==> src/rtl/pipelined_alu_unit.sv <==
// Handshaked ALU: one operation in flight, registered result and flags, shifts and an
// iterative shift-add multiply. The FSM state is exported on dbg_state for checkers.
module pipelined_alu_unit #(
  parameter int WIDTH  = 32,
  parameter int MUL_EN = 1
) (
  input  logic             clk,
  input  logic             rst,
  input  logic             in_valid,
  output logic             in_ready,
  input  logic [WIDTH-1:0] A,
  input  logic [WIDTH-1:0] B,
  input  logic [3:0]       sel,
  input  logic             Cin,
  output logic             out_valid,
  input  logic             out_ready,
  output logic [WIDTH-1:0] Y,
  output logic             Cout,
  output logic             Negative,
  output logic             Zero,
  output logic             Overflow,
  output logic             err,
  output logic [1:0]       dbg_state
);

  localparam int SHW = $clog2(WIDTH);
  localparam int CW  = $clog2(WIDTH + 1);
  localparam int MSB = WIDTH - 1;

  localparam logic [3:0] OP_AND  = 4'b0000;
  localparam logic [3:0] OP_OR   = 4'b0001;
  localparam logic [3:0] OP_NOT  = 4'b0010;
  localparam logic [3:0] OP_NOR  = 4'b0011;
  localparam logic [3:0] OP_XOR  = 4'b0100;
  localparam logic [3:0] OP_NAND = 4'b0101;
  localparam logic [3:0] OP_ADD  = 4'b0110;
  localparam logic [3:0] OP_SUB  = 4'b0111;
  localparam logic [3:0] OP_SHL  = 4'b1000;
  localparam logic [3:0] OP_SHR  = 4'b1001;
  localparam logic [3:0] OP_SRA  = 4'b1010;
  localparam logic [3:0] OP_MUL  = 4'b1011;

  typedef enum logic [1:0] {
    S_IDLE = 2'd0,
    S_EXEC = 2'd1,
    S_BUSY = 2'd2,
    S_DONE = 2'd3
  } state_t;

  state_t           state_q, state_d;
  logic [WIDTH-1:0] a_q, a_d;
  logic [WIDTH-1:0] b_q, b_d;
  logic [3:0]       sel_q, sel_d;
  logic             cin_q, cin_d;
  logic [CW-1:0]    cnt_q, cnt_d;
  logic [WIDTH-1:0] hi_q, hi_d;
  logic [WIDTH-1:0] lo_q, lo_d;
  logic [WIDTH-1:0] res_q, res_d;
  logic             res_c_q, res_c_d;
  logic             res_v_q, res_v_d;
  logic             res_err_q, res_err_d;
  logic [WIDTH-1:0] y_q, y_d;
  logic             cout_q, cout_d;
  logic             neg_q, neg_d;
  logic             zero_q, zero_d;
  logic             ovf_q, ovf_d;
  logic             err_q, err_d;
  logic             out_valid_q, out_valid_d;

  logic [SHW-1:0]   shamt;
  logic [WIDTH:0]   add_full;
  logic [WIDTH:0]   sub_full;
  logic [WIDTH:0]   mul_sum;
  logic [WIDTH-1:0] alu_y;
  logic             alu_c;
  logic             alu_v;
  logic             alu_err;
  logic             in_is_mul;

  // Handshake: a transfer happens on a rising edge where valid && ready are both high.
  // in_ready is only high in IDLE (and never during reset); out_valid stays high with
  // Y/flags frozen until the edge that sees out_ready, after which the FSM returns to IDLE.
  assign in_ready  = (state_q == S_IDLE) && !rst;
  assign out_valid = out_valid_q;
  assign Y         = y_q;
  assign Cout      = cout_q;
  assign Negative  = neg_q;
  assign Zero      = zero_q;
  assign Overflow  = ovf_q;
  assign err       = err_q;
  assign dbg_state = state_q;

  assign in_is_mul = (sel == OP_MUL) && (MUL_EN != 0);

  // Single-cycle datapath operating on the captured operands.
  always_comb begin
    shamt    = b_q[SHW-1:0];
    add_full = {1'b0, a_q} + {1'b0, b_q} + {{WIDTH{1'b0}}, cin_q};
    sub_full = {1'b0, a_q} + {1'b0, ~b_q} + {{WIDTH{1'b0}}, 1'b1};
    alu_y    = '0;
    alu_c    = 1'b0;
    alu_v    = 1'b0;
    alu_err  = 1'b0;
    case (sel_q)
      OP_AND:  alu_y = a_q & b_q;
      OP_OR:   alu_y = a_q | b_q;
      OP_NOT:  alu_y = ~a_q;
      OP_NOR:  alu_y = ~(a_q | b_q);
      OP_XOR:  alu_y = a_q ^ b_q;
      OP_NAND: alu_y = ~(a_q & b_q);
      OP_ADD: begin
        alu_y = add_full[WIDTH-1:0];
        alu_c = add_full[WIDTH];
        alu_v = (a_q[MSB] == b_q[MSB]) && (add_full[MSB] != a_q[MSB]);
      end
      OP_SUB: begin
        alu_y = sub_full[WIDTH-1:0];
        alu_c = sub_full[WIDTH];
        alu_v = (a_q[MSB] != b_q[MSB]) && (sub_full[MSB] != a_q[MSB]);
      end
      OP_SHL:  alu_y = a_q << shamt;
      OP_SHR:  alu_y = a_q >> shamt;
      OP_SRA:  alu_y = $unsigned($signed(a_q) >>> shamt);
      // MUL only reaches this path when the multiplier is disabled, so it is illegal here.
      default: alu_err = 1'b1;
    endcase
  end

  // One shift-add step: {hi,lo} starts as {0,B} and ends as the full 2*WIDTH product.
  assign mul_sum = {1'b0, hi_q} + (lo_q[0] ? {1'b0, a_q} : {(WIDTH + 1){1'b0}});

  always_comb begin
    state_d     = state_q;
    a_d         = a_q;
    b_d         = b_q;
    sel_d       = sel_q;
    cin_d       = cin_q;
    cnt_d       = cnt_q;
    hi_d        = hi_q;
    lo_d        = lo_q;
    res_d       = res_q;
    res_c_d     = res_c_q;
    res_v_d     = res_v_q;
    res_err_d   = res_err_q;
    y_d         = y_q;
    cout_d      = cout_q;
    neg_d       = neg_q;
    zero_d      = zero_q;
    ovf_d       = ovf_q;
    err_d       = err_q;
    out_valid_d = out_valid_q;
    case (state_q)
      S_IDLE: begin
        if (in_valid) begin
          a_d     = A;
          b_d     = B;
          sel_d   = sel;
          cin_d   = Cin;
          cnt_d   = '0;
          hi_d    = '0;
          lo_d    = B;
          state_d = in_is_mul ? S_BUSY : S_EXEC;
        end
      end
      S_EXEC: begin
        res_d     = alu_y;
        res_c_d   = alu_c;
        res_v_d   = alu_v;
        res_err_d = alu_err;
        state_d   = S_DONE;
      end
      S_BUSY: begin
        if (cnt_q == CW'(WIDTH)) begin
          res_d     = lo_q;
          res_c_d   = |hi_q;
          res_v_d   = 1'b0;
          res_err_d = 1'b0;
          state_d   = S_DONE;
        end else begin
          hi_d  = mul_sum[WIDTH:1];
          lo_d  = {mul_sum[0], lo_q[WIDTH-1:1]};
          cnt_d = cnt_q + CW'(1);
        end
      end
      S_DONE: begin
        // First DONE cycle publishes the staged result; afterwards wait for the consumer.
        if (!out_valid_q) begin
          out_valid_d = 1'b1;
          y_d         = res_q;
          cout_d      = res_c_q;
          neg_d       = res_q[MSB];
          zero_d      = (res_q == '0);
          ovf_d       = res_v_q;
          err_d       = res_err_q;
        end else if (out_ready) begin
          out_valid_d = 1'b0;
          state_d     = S_IDLE;
        end
      end
      default: state_d = S_IDLE;
    endcase
  end

  always_ff @(posedge clk) begin
    if (rst) begin
      state_q     <= S_IDLE;
      a_q         <= '0;
      b_q         <= '0;
      sel_q       <= '0;
      cin_q       <= 1'b0;
      cnt_q       <= '0;
      hi_q        <= '0;
      lo_q        <= '0;
      res_q       <= '0;
      res_c_q     <= 1'b0;
      res_v_q     <= 1'b0;
      res_err_q   <= 1'b0;
      y_q         <= '0;
      cout_q      <= 1'b0;
      neg_q       <= 1'b0;
      zero_q      <= 1'b0;
      ovf_q       <= 1'b0;
      err_q       <= 1'b0;
      out_valid_q <= 1'b0;
    end else begin
      state_q     <= state_d;
      a_q         <= a_d;
      b_q         <= b_d;
      sel_q       <= sel_d;
      cin_q       <= cin_d;
      cnt_q       <= cnt_d;
      hi_q        <= hi_d;
      lo_q        <= lo_d;
      res_q       <= res_d;
      res_c_q     <= res_c_d;
      res_v_q     <= res_v_d;
      res_err_q   <= res_err_d;
      y_q         <= y_d;
      cout_q      <= cout_d;
      neg_q       <= neg_d;
      zero_q      <= zero_d;
      ovf_q       <= ovf_d;
      err_q       <= err_d;
      out_valid_q <= out_valid_d;
    end
  end

  a_no_overlap: assert property (@(posedge clk) !(in_ready && out_valid_q));
  a_valid_in_done: assert property (@(posedge clk) disable iff (rst)
    out_valid_q |-> (state_q == S_DONE));

endmodule

==> config.mk <==
export PLATFORM = sky130hd
export DESIGN_NAME = pipelined_alu_unit
export DESIGN_NICKNAME = d
export VERILOG_FILES = /design/src/rtl/pipelined_alu_unit.sv
export SDC_FILE = /design/constraint.sdc
export NUM_CORES = 1
export LEC_CHECK = 0
export ABC_CLOCK_PERIOD_IN_PS = 5600
export BUFFER_PORTS_ARGS = -buffer_cell sky130_fd_sc_hd__buf_2
export CORE_MARGIN = 1
export CORE_UTILIZATION = 54
export DETAILED_ROUTE_END_ITERATION = 7
export HOLD_SLACK_MARGIN = 0.15
export PLACE_DENSITY_LB_ADDON = 0.15
export RECOVER_POWER = 100
export REMOVE_ABC_BUFFERS = 1
export SLEW_MARGIN = 20
export SYNTH_ARGS = -nofsm -noshare
export SYNTH_HDL_FRONTEND = slang
export SYNTH_SLANG_ARGS = --single-unit
==> constraint.sdc <==
create_clock -name clk -period 5.6 [get_ports clk]
set_input_delay 0.84 -clock clk [delete_from_list [all_inputs] [get_ports clk]]
set_output_delay 0.84 -clock clk [all_outputs]
set_load 0.01 [all_outputs]
==> qor.csv <==
metric,value,unit
grt_pass1_vias,20000,
synth_ff_type,dfxtp_1,
setup_slack,828,ps
synth.largest_area_cell,dfxtp_1,
path_common_cell,o21ai_0,
synth_top_area_frac,0.218,
max_cap_viol_count,7,
yosysSeqAreaShare,0.218,
start_kind,flip-flop,
grt_max_degree,108,
place_hpwl,60.7,mm
clk_pin_slew,70,ps
crit_arrival,5190,ps
leakage,8.21,nW
clockBufferDepth,3,
cp-end-kind,flip-flop,
rows,69,
hp-class,flip-flop to flip-flop,
grt_use_met2,0.685,
peakVddDrop,1130,uV
use_met3,0.0811,
synth_seq_cells,213,
drc_errors,0,
final-hold-violation-count,0,
use_met1,0.581,
die_w,192,um
crit_chain,clkbuf_2 -> mux2i_1 -> o21ai_0 -> o21ai_0 -> a21boi_0 -> o21ai_0 -> a31oi_1 -> a211oi_1 -> nor3_1,
fin_nets,2927,
ant_nets,0,
fin_worst_skew,37.6,ps
coreArea,35600,um2
status,"complete, but fails checks",
die_h,192,um
synth_warnings,0,
wirelength,82.5,mm
track_usage,0.441,
cts_setup_buffers,0,
synth_area_leaders,"dfxtp_1 22%, ha_1 9.3%, a21oi_1 8.8%",
final_util,0.595,
wl_per_cell,25.9,um
cts_sinks,213,
syn_avg_cell_area,7.19,um2
worst_pin_slew,3640,ps
synth-async-reset-ratio,0,
placed_area,20400,um2
fin_crit_sh,0.852,
die_area,37000,um2
antenna_found_initial,2,
syn_to_final_growth,8.34,%
drtIter0Drc,2903,
synth.most_common_cell,nand2_1,
synth_edf_count,0,
grt_pass1_wl,123,mm
critPathTopFamily,compound AO/OA/AOI/OAI gates,
finalWeightedCongestion,1.06,
slowest_delay,1160,ps
cts_max_level,1,
setup_viol,0,
cts_made_buffers,25,
place_ws,1140,ps
fin_area,21200,um2
worstSetupPathType,flip-flop to flip-flop,
crit_fanout,71,
ios,114,
port_buffers,113,
ctsResizeCount,0,
drive_gt1_frac,0.0929,
cp.required,6020,ps
slew_headroom,-1.43,
finalCriticalPeriod,4770,ps
postSynthCellCount,2717,
synth_area,19500,um2
vias,21900,
ctsHoldBuffers,0,
clock_latency,580,ps
cp_num_buf_inv,1,
failed_checks,"capacitance limit, slew limit",
cp_slowest_cell,clkbuf_2,
final-max-slew-violation-count,251,
firstDrtPassIters,8,
rsz0062_at_grt,no,
cts_tree,done,
clock.fmax,0.210,GHz
initial_core_util,0.549,
power_density,437,nW/um2
vias_per_cell,6.87,
ys_types,82,
synth_common_cells,"422 x nand2_1, 345 x a21oi_1, 213 x dfxtp_1",
cts_root_buffer,clkbuf_16,
grt.busiest_layer,met2,
grt_overflow,0,
==> stage by stage <==
stage / setup TNS, ps / std cells / hold WS (ps) / power, mW
finish: 0 / 3187 / 454 / 9.24
detailed placement: 0 / 3138 / 444 / 7.25
floorplan: -1060 / 2496 / 421 / 5.26
global route: 0 / 3184 / 471 / 9.62
global placement: 0 / 3138 / 440 / 7.19
CTS: 0 / 3184 / 453 / 9.01
==> cells by family after synthesis <==
| logic type | Yosys count | synth area share |
|---|---|---|
| AOI/OAI and AO/OA | 946 | 0.309 |
| xor gates and xnor gates | 61 | 0.0273 |
| adders and majority gates | 150 | 0.0976 |
| buffers and inverters | 326 | 0.0645 |
| DFF | 213 | 0.218 |
| muxes | 92 | 0.0681 |
| and+or+nand+nor | 929 | 0.215 |
==> worst register-to-register path, cell delays in order, from the launching register on <==
cell and delay [ps]:
dfxtp_4 620, clkbuf_2 1160, mux2i_1 370, o21ai_0 230, o21ai_0 780, a21boi_0 300
o21ai_0 590, a31oi_1 270, a211oi_1 250, nor3_1 70
==> flip-flops by register name (all words and copies together) (netlist names), 2 cells and up <==
name,cells
hi_q,32
res_q,32
Y,32
b_q,32
cnt_q,6
dbg_state,2
sel_q,4
a_q,32
lo_q,32
==> cell type report <==
class | instances | area (um2)
fillers | 3387 | 14400
multi-input cells | 2178 | 14000
flip-flops and latches | 213 | 4270
repair buffers | 181 | 1010
clock buffers | 33 | 686
well taps | 461 | 577
inverters | 105 | 394
clock inverters | 13 | 180
diodes | 3 | 7.51
==> cell usage in the layout, fill, tap and decap left out, types with 10 or more instances in the layout <==
cell type,Yosys,routed
o21a_1,14,14
nor4_1,18,18
nand3_1,47,47
inv_1,103,103
dfxtp_1,213,207
a22oi_1,62,62
nand2b_1,34,34
buf_2,20,72
nor2_1,201,198
a2111oi_0,12,12
nand4_1,10,10
ha_1,146,145
a221o_1,17,17
nor3_1,51,49
a21o_1,44,44
o211ai_1,31,31
clkbuf_1,171,52
xnor2_1,42,42
a221oi_1,17,17
nor2b_1,38,37
clkbuf_16,0,25
a211oi_1,57,57
or3_1,18,18
mux4_2,32,32
xor2_1,19,19
o22ai_1,27,27
nand2_1,422,421
o21bai_1,16,16
mux2i_1,52,52
a31oi_1,21,21
and2_1,43,40
a21oi_1,345,345
a22o_1,14,14
o221ai_1,21,21
buf_4,1,60
o21ai_0,155,159
==> path summary, 6_finish.rpt <==
| check | slack [ps] | startpoint | cells past startpoint | end |
|---|---|---|---|---|
| worst min-delay path | 450 | Y[28] | 2 | Y[28] |
| worst max register to register | 830 | b_q[1] | 9 | res_q[10] |
| worst min register to register | 450 | Y[28] | 2 | Y[28] |
| worst max-delay path | 830 | b_q[1] | 9 | res_q[10] |
==> per-layer routing <==
layer / vias to the layer above / wire (um)
met5: - / 29
met4: 4 / 5090
met3: 305 / 8900
met2: 1437 / 35900
met1: 10400 / 32600
li1: 9796 / -
==> report_power, final <==
| group | switching [mW] | internal, mW | leakage [nW] | total (mW) |
|---|---|---|---|---|
| Combinational | 3.62 | 1.71 | 6.05 | 5.33 |
| Clock | 0.722 | 1.05 | 0.417 | 1.77 |
| Sequential | 0.388 | 1.75 | 1.74 | 2.14 |
| Total | 4.73 | 4.51 | 8.21 | 9.24 |
(Power assumes the default switching activity.)
